`src/rtl/radix_booth_mult.sv`:
```
// Sequential signed WIDTH x WIDTH radix-4 Booth multiplier with one shared adder. Result appears after 1 capture + WIDTH/2 enabled edges.
// en low freezes all state; a new product needs a reset pulse. Optional done port under RADIX_BOOTH_DONE_EN.
module radix_booth_mult #(
   parameter int WIDTH = 32
) (
   input  logic               clk,
   input  logic               rst,
   input  logic               en,
   input  logic [WIDTH-1:0]   A,
   input  logic [WIDTH-1:0]   B,
`ifdef RADIX_BOOTH_DONE_EN
   output logic               done,
`endif
   output logic [2*WIDTH-1:0] OUT
);

   // High half carries one guard bit beyond what the partial-sum bound needs.
   localparam int HW = WIDTH + 3;
   localparam int CW = $clog2(WIDTH/2 + 1);
   localparam logic [CW-1:0] LAST = CW'(WIDTH/2 - 1);

   typedef enum logic [1:0] {LOAD, BUSY, DONE} state_t;

   state_t                    state;
   logic signed [WIDTH+1:0]   mcand;
   logic [WIDTH:0]            mplier;
   logic signed [HW-1:0]      hi;
   logic [WIDTH-1:0]          lo;
   logic [CW-1:0]             cnt;

   logic signed [HW-1:0]       m_ext;
   logic signed [HW-1:0]       pp;
   logic signed [HW-1:0]       sum;
   logic signed [HW+WIDTH-1:0] nxt;

   // Booth digit from the low triplet; the accumulator shifts right two bits per digit.
   always_comb begin
      m_ext = {{(HW-WIDTH-2){mcand[WIDTH+1]}}, mcand};
      pp    = '0;
      case (mplier[2:0])
         3'b001, 3'b010: pp = m_ext;
         3'b011:         pp = m_ext <<< 1;
         3'b100:         pp = -(m_ext <<< 1);
         3'b101, 3'b110: pp = -m_ext;
         default:        pp = '0;
      endcase
      sum = hi + pp;
      nxt = $signed({sum, lo}) >>> 2;
   end

   always_ff @(posedge clk or negedge rst) begin
      if (!rst) begin
         state  <= LOAD;
         OUT    <= '0;
         mcand  <= '0;
         mplier <= '0;
         hi     <= '0;
         lo     <= '0;
         cnt    <= '0;
`ifdef RADIX_BOOTH_DONE_EN
         done   <= 1'b0;
`endif
      end else if (en) begin
         case (state)
            LOAD: begin
               mcand  <= {{2{A[WIDTH-1]}}, A};
               mplier <= {B, 1'b0};
               hi     <= '0;
               lo     <= '0;
               cnt    <= '0;
               state  <= BUSY;
            end
            BUSY: begin
               hi     <= nxt[HW+WIDTH-1:WIDTH];
               lo     <= nxt[WIDTH-1:0];
               mplier <= mplier >> 2;
               cnt    <= cnt + CW'(1);
               if (cnt == LAST) begin
                  OUT   <= nxt[2*WIDTH-1:0];
                  state <= DONE;
`ifdef RADIX_BOOTH_DONE_EN
                  done  <= 1'b1;
`endif
               end
            end
            DONE: begin
               state <= DONE;
            end
            default: begin
               state <= LOAD;
            end
         endcase
      end
   end

endmodule

```
`config.mk`:
```
export PLATFORM = sky130hd
export DESIGN_NAME = radix_booth_mult
export DESIGN_NICKNAME = d
export VERILOG_FILES = /design/src/rtl/radix_booth_mult.sv
export SDC_FILE = /design/constraint.sdc
export NUM_CORES = 1
export LEC_CHECK = 0
export CAP_MARGIN = 30
export CORE_MARGIN = 2
export CORE_UTILIZATION = 57
export CTS_CLUSTER_DIAMETER = 50
export DETAILED_ROUTE_END_ITERATION = 16
export PLACE_DENSITY = 0.81
export REMOVE_ABC_BUFFERS = 1
export SLEW_MARGIN = 20
export SYNTH_ARGS = -nofsm -noshare
export SYNTH_HDL_FRONTEND = slang
export SYNTH_SLANG_ARGS = --single-unit
```
`constraint.sdc`:
```
create_clock -name clk -period 5.25 [get_ports clk]
set_input_delay 1.3125 -clock clk [delete_from_list [all_inputs] [get_ports clk]]
set_output_delay 1.3125 -clock clk [all_outputs]
set_load 0.01 [all_outputs]
```
==> impl_metrics.toml, run 1 <==
[synth]
synth_top_area_frac = 0.4244
syn-cell-area_sq_um = 11730
synthDistinctLibCells = 69
synthFlopType = "dfrtp_1"
synthArstFlopShare = 1.000
synthTopCellsByArea = "dfrtp_1 (42%), mux2_2 (7.0%), nand2_1 (5.0%)"
synth_edf_count = 0
ys_seq_elements = 199
yosys.area.top_type = "dfrtp_1"
ys_warn_count = 0
yosysSeqAreaShare = 0.4244
synth_cells = 1238
syn_area_per_cell_sq_um = 9.477

[worst_setup_path]
reg2reg_depth = 17
cp_max_fo = 8
cp-end-kind = "register"
cp.required_ns = 5.55
setup.worst_path.start_class = "register"
path_class = "reg -> reg"
crit_arrival_ns = 5.19

[pwr]
p_per_area_nw_per_um2 = 608.3
netSwitchingFraction = 0.4615
p_sw_mw = 3.910
power_leakage_nw = 5.973
p_comb_frac = 0.548
peakVddDrop_v = 0.0003722
power_mw = 8.471
p_int_mw = 4.562
pwr-share-seq = 0.284
clock_power_share = 0.168

[clocking]
post_cts_buffers = 0
cts_resized = 0
cts_root_buffer = "clkbuf_16"
clk_pin_slew_ns = 0.08
clkSinkCount = 199
cts.path.max_buffers = 2
holdBufCountCts = 0
worst_skew_pair.late_latency_ns = 0.44
cts_max_level = 4
numCtsBuffers = 17
cts_tree = "yes"

[final_layout]
fillers = 1573
multi_input_area_sq_um = 6349
antenna_cells = 0
area_growth_pct = 18.71
layout_common_cells = "dfrtp_1 (199), nand2_1 (154), clkdlybuf4s50_1 (128)"
nets = 1425
instances_no_fill = 1600
fin_util = 0.6883
seqCellArea_sq_um = 4980
final_common_cell = "dfrtp_1"
drive_above_1_share = 0.1173

[placement]
dp_hpwl_um = 20140
placed_cells = 1567
place.gp.congestion = 0.9202
port_buffers = 130
place_ws_ns = 0.3965

[floorplanning]
start_util = 0.5798
ios = 131
die_area_sq_um = 21750
die_h_um = 147.5
rows = 52
fp.dieW_um = 147.5
coreArea_sq_um = 20230

[timing]
max_slew_margin = 0.3557
tns_ns = 0
setup_slack_ns = 0.3517
hold_violations = 0
fin_worst_skew_ns = 0.01445
max_freq_mhz = 204.2
tightest_slew_ns = 0.9665
fin_crit_sh = 0.9330
rsz0062_at_grt = "false"
setup_viol = 0
maxSlewViolCount = 0
period_needed_ns = 4.898

[drt]
drc = 0
routed_via_density = 6.141
ant_nets = 0
first_pass_iters = 5
wire_per_inst_um = 18.09
dr_total_vias = 9826
totalWireLength_um = 28950
drt-initial-drc-count = 683

[global_routing]
grt_max_degree = 129
antenna_found_initial = 0
grt_pass1_wl_um = 47750
grtUsageTotal = 0.2714
grt_pass1_vias = 9276
grt_overflow_total = 0

[flow_run]
cap_violations = 0

[min_path]
hold_depth = 2
worstHoldPathType = "reg -> reg"

[outcome]
status = "finished, final reports clean"
## flip-flops by register name, indices dropped and copies added (netlist names)
name    flops
mcand      32
cnt         5
state       2
OUT        64
mplier     33
hi         33
lo         30
## stage by stage
step / area (sq um) / hold WS (ns)
5_1_grt: 13930 / 0.5086
3_5_place_dp: 13250 / 0.4699
2_1_floorplan: 11370 / 0.4498
3_3_place_gp: 13210 / 0.4599
6_report: 13930 / 0.4798
4_1_cts: 13900 / 0.4874
## cell families (layout without fill, tap and decap cells)
| kind of cell | count (synthesis) | count (layout) | synth area share |
|---|---|---|---|
| buf+inv | 113 | 205 | 0.03658 |
| xor+xnor | 73 | 73 | 0.05449 |
| simple gates | 345 | 345 | 0.1514 |
| flops | 199 | 199 | 0.4244 |
| mux | 78 | 78 | 0.07433 |
| fa+ha+maj | 41 | 41 | 0.04436 |
| compound gates | 389 | 389 | 0.2144 |
## synthesized netlist by cell type (9+ instances only)
cell	instances
xor2_1	30
xnor2_1	43
dfrtp_1	199
a22o_1	40
nor2b_1	13
nor2_1	33
or3_1	9
a31oi_1	14
and2_1	9
a21o_1	16
nand2b_1	10
a221oi_1	15
nand3_1	19
ha_1	40
nand3b_1	32
nor3_1	22
o21ai_1	13
o21ai_0	107
o22ai_1	32
clkbuf_1	80
o21a_1	9
a22oi_1	14
nand2_1	156
a21oi_1	73
buf_1	13
mux2_2	73
inv_1	18
## final timing paths
kind                                from        to  slack, ns
worst max-delay path            mcand[3]   OUT[59]       0.35
worst min-delay path             OUT[38]   OUT[38]       0.48
worst max register to register  mcand[3]   OUT[59]       0.35
worst min register to register   OUT[38]   OUT[38]       0.48
max in group asynchronous            rst    cnt[1]       3.28
min in group asynchronous            rst  mcand[3]       0.89
## power groups by stage
stage	sequential, mW	combinational, mW	clock, mW
after floorplan	2.38	3.28	0
after global placement	2.41	4.45	0
after detailed placement	2.43	4.57	0
after CTS	2.40	4.61	1.44
after global routing	2.48	5.15	1.51
final	2.41	4.64	1.42
## critical path: stages, from the launching register on
cell and delay (ns):
dfrtp_1 0.48, nor3_4 0.39, nand4_2 0.18, or3_4 0.38, or3_4 0.36, or3_4 0.35, xor2_1 0.16, a221oi_2 0.22
a31oi_1 0.08, ha_1 0.39, and2_1 0.20, or2_2 0.28, a21o_1 0.18, a21o_1 0.17, a21oi_1 0.34, o21ai_0 0.25
xnor2_1 0.25, o21ai_0 0.11
## layer usage
layer | vias to the layer above | routed length, um | global-route usage
li1 | 4676 | - | -
met1 | 4803 | 12800 | 0.3786
met2 | 301 | 14060 | 0.4416
met3 | 46 | 1445 | 0.04383
met4 | 0 | 641 | 0.08029
met5 | - | 0 | 0
## layout make-up
class,count,share of cell area
well taps,270,0.02426
flip-flops and latches,199,0.3576
inverters,18,0.004851
multi-input cells,926,0.4558
clock inverters,15,0.01635
clock buffers,17,0.03055
repair buffers,155,0.1106
(Power assumes the default switching activity.)
==> run 2, diff against run 1 <==
PLACE_DENSITY = 0.89   (was 0.81)
==> run 2 against run 1 <==
Via count grew 0.93%. Final area shrank 0.35%. Clock skew grew 0.0031 ns. Critical path type unchanged. First-iteration DRC count grew 24%. Combinational power grew 1%. Total power shrank 0.19%. Sequential power is essentially flat. Clock power shrank 5%. Sequential share of layout area grew 0.13 points. Utilization shrank 0.24 points.
==> impl_metrics.toml, run 2 (synthesized netlist as in run 1, its figures left out) <==
[drt]
totalWireLength_um = 29630
drc = 0
first_pass_iters = 5
ant_nets = 0
dr_total_vias = 9917
wire_per_inst_um = 18.55
routed_via_density = 6.210
drt-initial-drc-count = 845

[global_routing]
grt_max_degree = 129
antenna_found_initial = 0
grt_pass1_vias = 9642
grtUsageTotal = 0.2791
grt_overflow_total = 0
grt_pass1_wl_um = 48990

[timing]
tns_ns = 0
fin_worst_skew_ns = 0.01752
tightest_slew_ns = 1.063
max_slew_margin = 0.2896
setup_slack_ns = 0.3362
maxSlewViolCount = 0
hold_violations = 0
setup_viol = 0
max_freq_mhz = 203.5
rsz0062_at_grt = "false"
fin_crit_sh = 0.9360
period_needed_ns = 4.914

[pwr]
power_leakage_nw = 5.933
power_mw = 8.455
peakVddDrop_v = 0.0003421
p_per_area_nw_per_um2 = 609.2

[floorplanning]
start_util = 0.5798
die_h_um = 147.5
coreArea_sq_um = 20230
die_area_sq_um = 21750
ios = 131
fp.dieW_um = 147.5
rows = 52

[final_layout]
drive_above_1_share = 0.1161
fillers = 1549
largest_registers = "OUT: 64 flops, hi: 33 flops, mplier: 33 flops"
largest_register = "OUT"
largest_reg_flops = 64
fin_area_sq_um = 13880
area_growth_pct = 18.29
layout_common_cells = "dfrtp_1 (199), nand2_1 (155), clkdlybuf4s50_1 (128)"
final_common_cell = "dfrtp_1"
antenna_cells = 0
nets = 1422

[clocking]
cts_tree = "yes"
clk_pin_slew_ns = 0.08
clkSinkCount = 199
numCtsBuffers = 17
cts.path.max_buffers = 2
holdBufCountCts = 0
worst_skew_pair.late_latency_ns = 0.45
cts_root_buffer = "clkbuf_16"
cts_max_level = 4

[min_path]
hold_depth = 2
worstHoldPathType = "reg -> reg"

[worst_setup_path]
setup.worst_path.start_class = "register"
cp.required_ns = 5.55
reg2reg_depth = 18
path_class = "reg -> reg"
cp-end-kind = "register"
crit_arrival_ns = 5.22
cp_max_fo = 7

[flow_run]
cap_violations = 0

[placement]
place.gp.congestion = 0.9496
place_ws_ns = 0.3541
port_buffers = 130
dp_hpwl_um = 20420
place_area_sq_um = 13230

[outcome]
status = "finished, final reports clean"
-- run 2: critical path: stages, from the launching register on --
cell and delay (ns):
dfrtp_1 0.49, nor3_4 0.30, buf_4 0.18, nand4_2 0.12, or3_4 0.38, or3_4 0.36, or3_4 0.35, xor2_1 0.16
a221oi_2 0.22, a31oi_1 0.07, ha_1 0.39, and2_1 0.21, or2_2 0.28, a21o_1 0.18, a21o_1 0.17, a21oi_1 0.30
o21ai_0 0.27, xnor2_1 0.22, o21ai_0 0.11
-- run 2: path summary, 6_finish.rpt --
| kind | from | endpoint | slack [ns] |
|---|---|---|---|
| max in group asynchronous | rst | OUT[41] | 3.34 |
| worst max register to register | mcand[2] | OUT[59] | 0.34 |
| min in group asynchronous | rst | mplier[18] | 0.94 |
| worst min register to register | OUT[48] | OUT[48] | 0.48 |
| worst max-delay path | mcand[2] | OUT[59] | 0.34 |
| worst min-delay path | OUT[48] | OUT[48] | 0.48 |
-- run 2: per-layer routing --
metal | share of wire | up-vias | track usage
met5 | 0 | - | 0
met4 | 0.027 | 0 | 0.09279
met3 | 0.055 | 59 | 0.04506
met2 | 0.49 | 362 | 0.4650
met1 | 0.43 | 4825 | 0.3754
li1 | - | 4671 | -
-- run 2: through the flow --
step | utilization | hold slack [ns] | instances
2_1_floorplan | - | 0.4498 | 1143
3_3_place_gp | 0.6511 | 0.4606 | 1561
3_5_place_dp | 0.6538 | 0.4691 | 1563
4_1_cts | 0.6837 | 0.4868 | 1595
5_1_grt | 0.6859 | 0.5107 | 1597
6_report | 0.6859 | 0.4810 | 1597
-- run 2: report_power, final --
part / internal, mW / total, mW / switching, mW / leakage (nW)
registers: 1.91 / 2.40 / 0.489 / 2.62
logic: 1.90 / 4.70 / 2.80 / 3.03
clock network: 0.684 / 1.35 / 0.667 / 0.288
total: 4.50 / 8.46 / 3.96 / 5.93
-- run 2: timing repair --
action	in CTS	in global routing
buffers inserted	0	1
endpoints found under the setup margin	0	5
resized for setup	0	2
-- run 2: area by class of cell --
cell class	instances	area, sq um	area share
Clock buffer	17	425.4	0.03065
Clock inverter	15	180.2	0.01298
Inverter	18	67.56	0.004868
Multi-Input combinational cell	926	6349	0.4574
Sequential cell	199	4980	0.3588
Tap cell	270	337.8	0.02434
Timing Repair Buffer	152	1539	0.1109
==> run 3, diff against run 2 <==
MAX_ROUTING_LAYER = met4   (was default)
==> run 3 against run 2 <==
Combinational power down 1%. Clock power down 4%. Fmax is 1.0% lower. Utilization about the same. Final area about the same. Count of clock-buffer cells in the layout rose by 1. Total power down 1.0%. Critical endpoint is now OUT[62]. Sequential power hardly changed. Final cell count is essentially flat.
==> impl_metrics.toml, run 3 (synthesized netlist as in run 1, its figures left out) <==
[outcome]
status = "finished, final reports clean"

[final_layout]
area_growth_pct = 18.22
fin_util = 0.6854
nets = 1423
final_common_cell = "dfrtp_1"
largest_reg_flops = 64
layout_common_cells = "dfrtp_1 (199), nand2_1 (155), clkdlybuf4s50_1 (128)"
drive_above_1_share = 0.1160
antenna_cells = 0
largest_register = "OUT"
largest_registers = "OUT: 64 flops, hi: 33 flops, mplier: 33 flops"

[global_routing]
grt_pass1_vias = 9586
grtUsageTotal = 0.2828
antenna_found_initial = 0
grt_max_degree = 114
grt_pass1_wl_um = 48490
grt_overflow_total = 0

[floorplanning]
fp.dieW_um = 147.5
ios = 131
start_util = 0.5798
die_area_sq_um = 21750
die_h_um = 147.5
coreArea_sq_um = 20230
rows = 52

[worst_setup_path]
crit_arrival_ns = 5.30
path_class = "reg -> reg"
crit_slowest_cell = "dfrtp_1"
setup.worst_path.start_class = "register"
slowest_delay_ns = 0.48
cp.required_ns = 5.58
cp-end-kind = "register"
cp_max_fo = 7
path_cells = "nor3_4, nand3_4, or4_1, nor3_1, xnor2_1, mux2_2, a221o_1, ha_1, and4_1, and4_1, o221ai_1, a211o_1, a211o_1, a211oi_1, nor3_1, o31ai_1"

[pwr]
p_per_area_nw_per_um2 = 603.3
peakVddDrop_v = 0.0003493
power_mw = 8.367
power_leakage_nw = 5.932

[placement]
dp_hpwl_um = 20400
port_buffers = 130
place.gp.congestion = 0.9798

[drt]
ant_nets = 0
wire_per_inst_um = 18.44
totalWireLength_um = 29460
drc = 0
first_pass_iters = 5
drt-initial-drc-count = 593
dr_total_vias = 9946
routed_via_density = 6.224

[clocking]
cts_max_level = 4
cts_root_buffer = "clkbuf_16"
numCtsBuffers = 17
cts_tree = "yes"
clkSinkCount = 199
clk_pin_slew_ns = 0.07
cts.path.max_buffers = 2
worst_skew_pair.late_latency_ns = 0.45

[timing]
max_slew_margin = 0.3665
hold_violations = 0
period_needed_ns = 4.963
tightest_slew_ns = 0.9502
maxSlewViolCount = 0
whs_ns = 0.4823
setup_viol = 0
rsz0062_at_grt = "false"
max_freq_mhz = 201.5
fin_worst_skew_ns = 0.01593
fin_crit_sh = 0.9454
tns_ns = 0

[min_path]
worstHoldPathType = "reg -> reg"

[flow_run]
cap_violations = 0
[run 3: changes by cell type in the layout (fill, tap and decap cells not counted), sizes merged]
| cell | delta |
|---|---|
| clkinv | +5 |
| clkbuf | +2 |
| bufinv | -1 |
| inv | -3 |
| clkinvlp | -2 |
[run 3: cell type report]
cell class              instances  area (sq um)
multi-input cells             926          6355
well taps                     270         337.8
clock buffers                  18         429.2
fillers                      1576          6365
repair buffers                153          1538
flip-flops and latches        199          4980
inverters                      18         67.56
clock inverters                14         162.7
[run 3: path summary, 6_finish.rpt]
check | from | endpoint | slack (ns) | depth (start not counted)
max | mcand[3] | OUT[62] | 0.29 | 16
min | OUT[39] | OUT[39] | 0.48 | 2
max reg2reg | mcand[3] | OUT[62] | 0.29 | 16
min reg2reg | OUT[39] | OUT[39] | 0.48 | 2
max in group asynchronous | rst | mcand[4] | 3.79 | 2
min in group asynchronous | rst | mplier[18] | 0.72 | 1
[run 3: critical path: cells and delay by family, from the launching register on]
family / cells / cell delay (ns)
AOI/OAI and AO/OA: 6 / 1.78
xor gates and xnor gates: 1 / 0.12
adders and majority gates: 1 / 0.38
DFF: 1 / 0.48
muxes: 1 / 0.27
and+or+nand+nor: 7 / 1.82
[run 3: stage by stage]
step | area, sq um | std cells | setup slack (ns)
detailed placement | 13210 | 1562 | 0.3131
global route | 13870 | 1598 | 0.05350
finish | 13870 | 1598 | 0.2866
CTS | 13810 | 1594 | 0.2685
global placement | 13170 | 1560 | 0.5049
floorplan | 11370 | 1143 | 0.3884
[run 3: report_power, final]
group          switching [mW]  internal (mW)  total (mW)  leakage [nW]
Sequential              0.508           1.91        2.42          2.62
Clock                   0.665          0.639        1.30         0.284
Combinational            2.77           1.88        4.64          3.03
Total                    3.94           4.43        8.37          5.93
[run 3: metal layers]
metal  global-route usage  part of all wire  vias up
li1                     -                 -     4682
met1               0.3736              0.43     4872
met2               0.4498              0.49      322
met3              0.03025             0.046       70
met4               0.1183             0.035        0
met5                    -                 0        -
[run 3: what timing repair did]
item | in CTS | in global routing
setup endpoints to repair | 0 | 2
setup buffers | 0 | 3
gates resized for setup | 0 | 3
hold buffers | 0 | 0
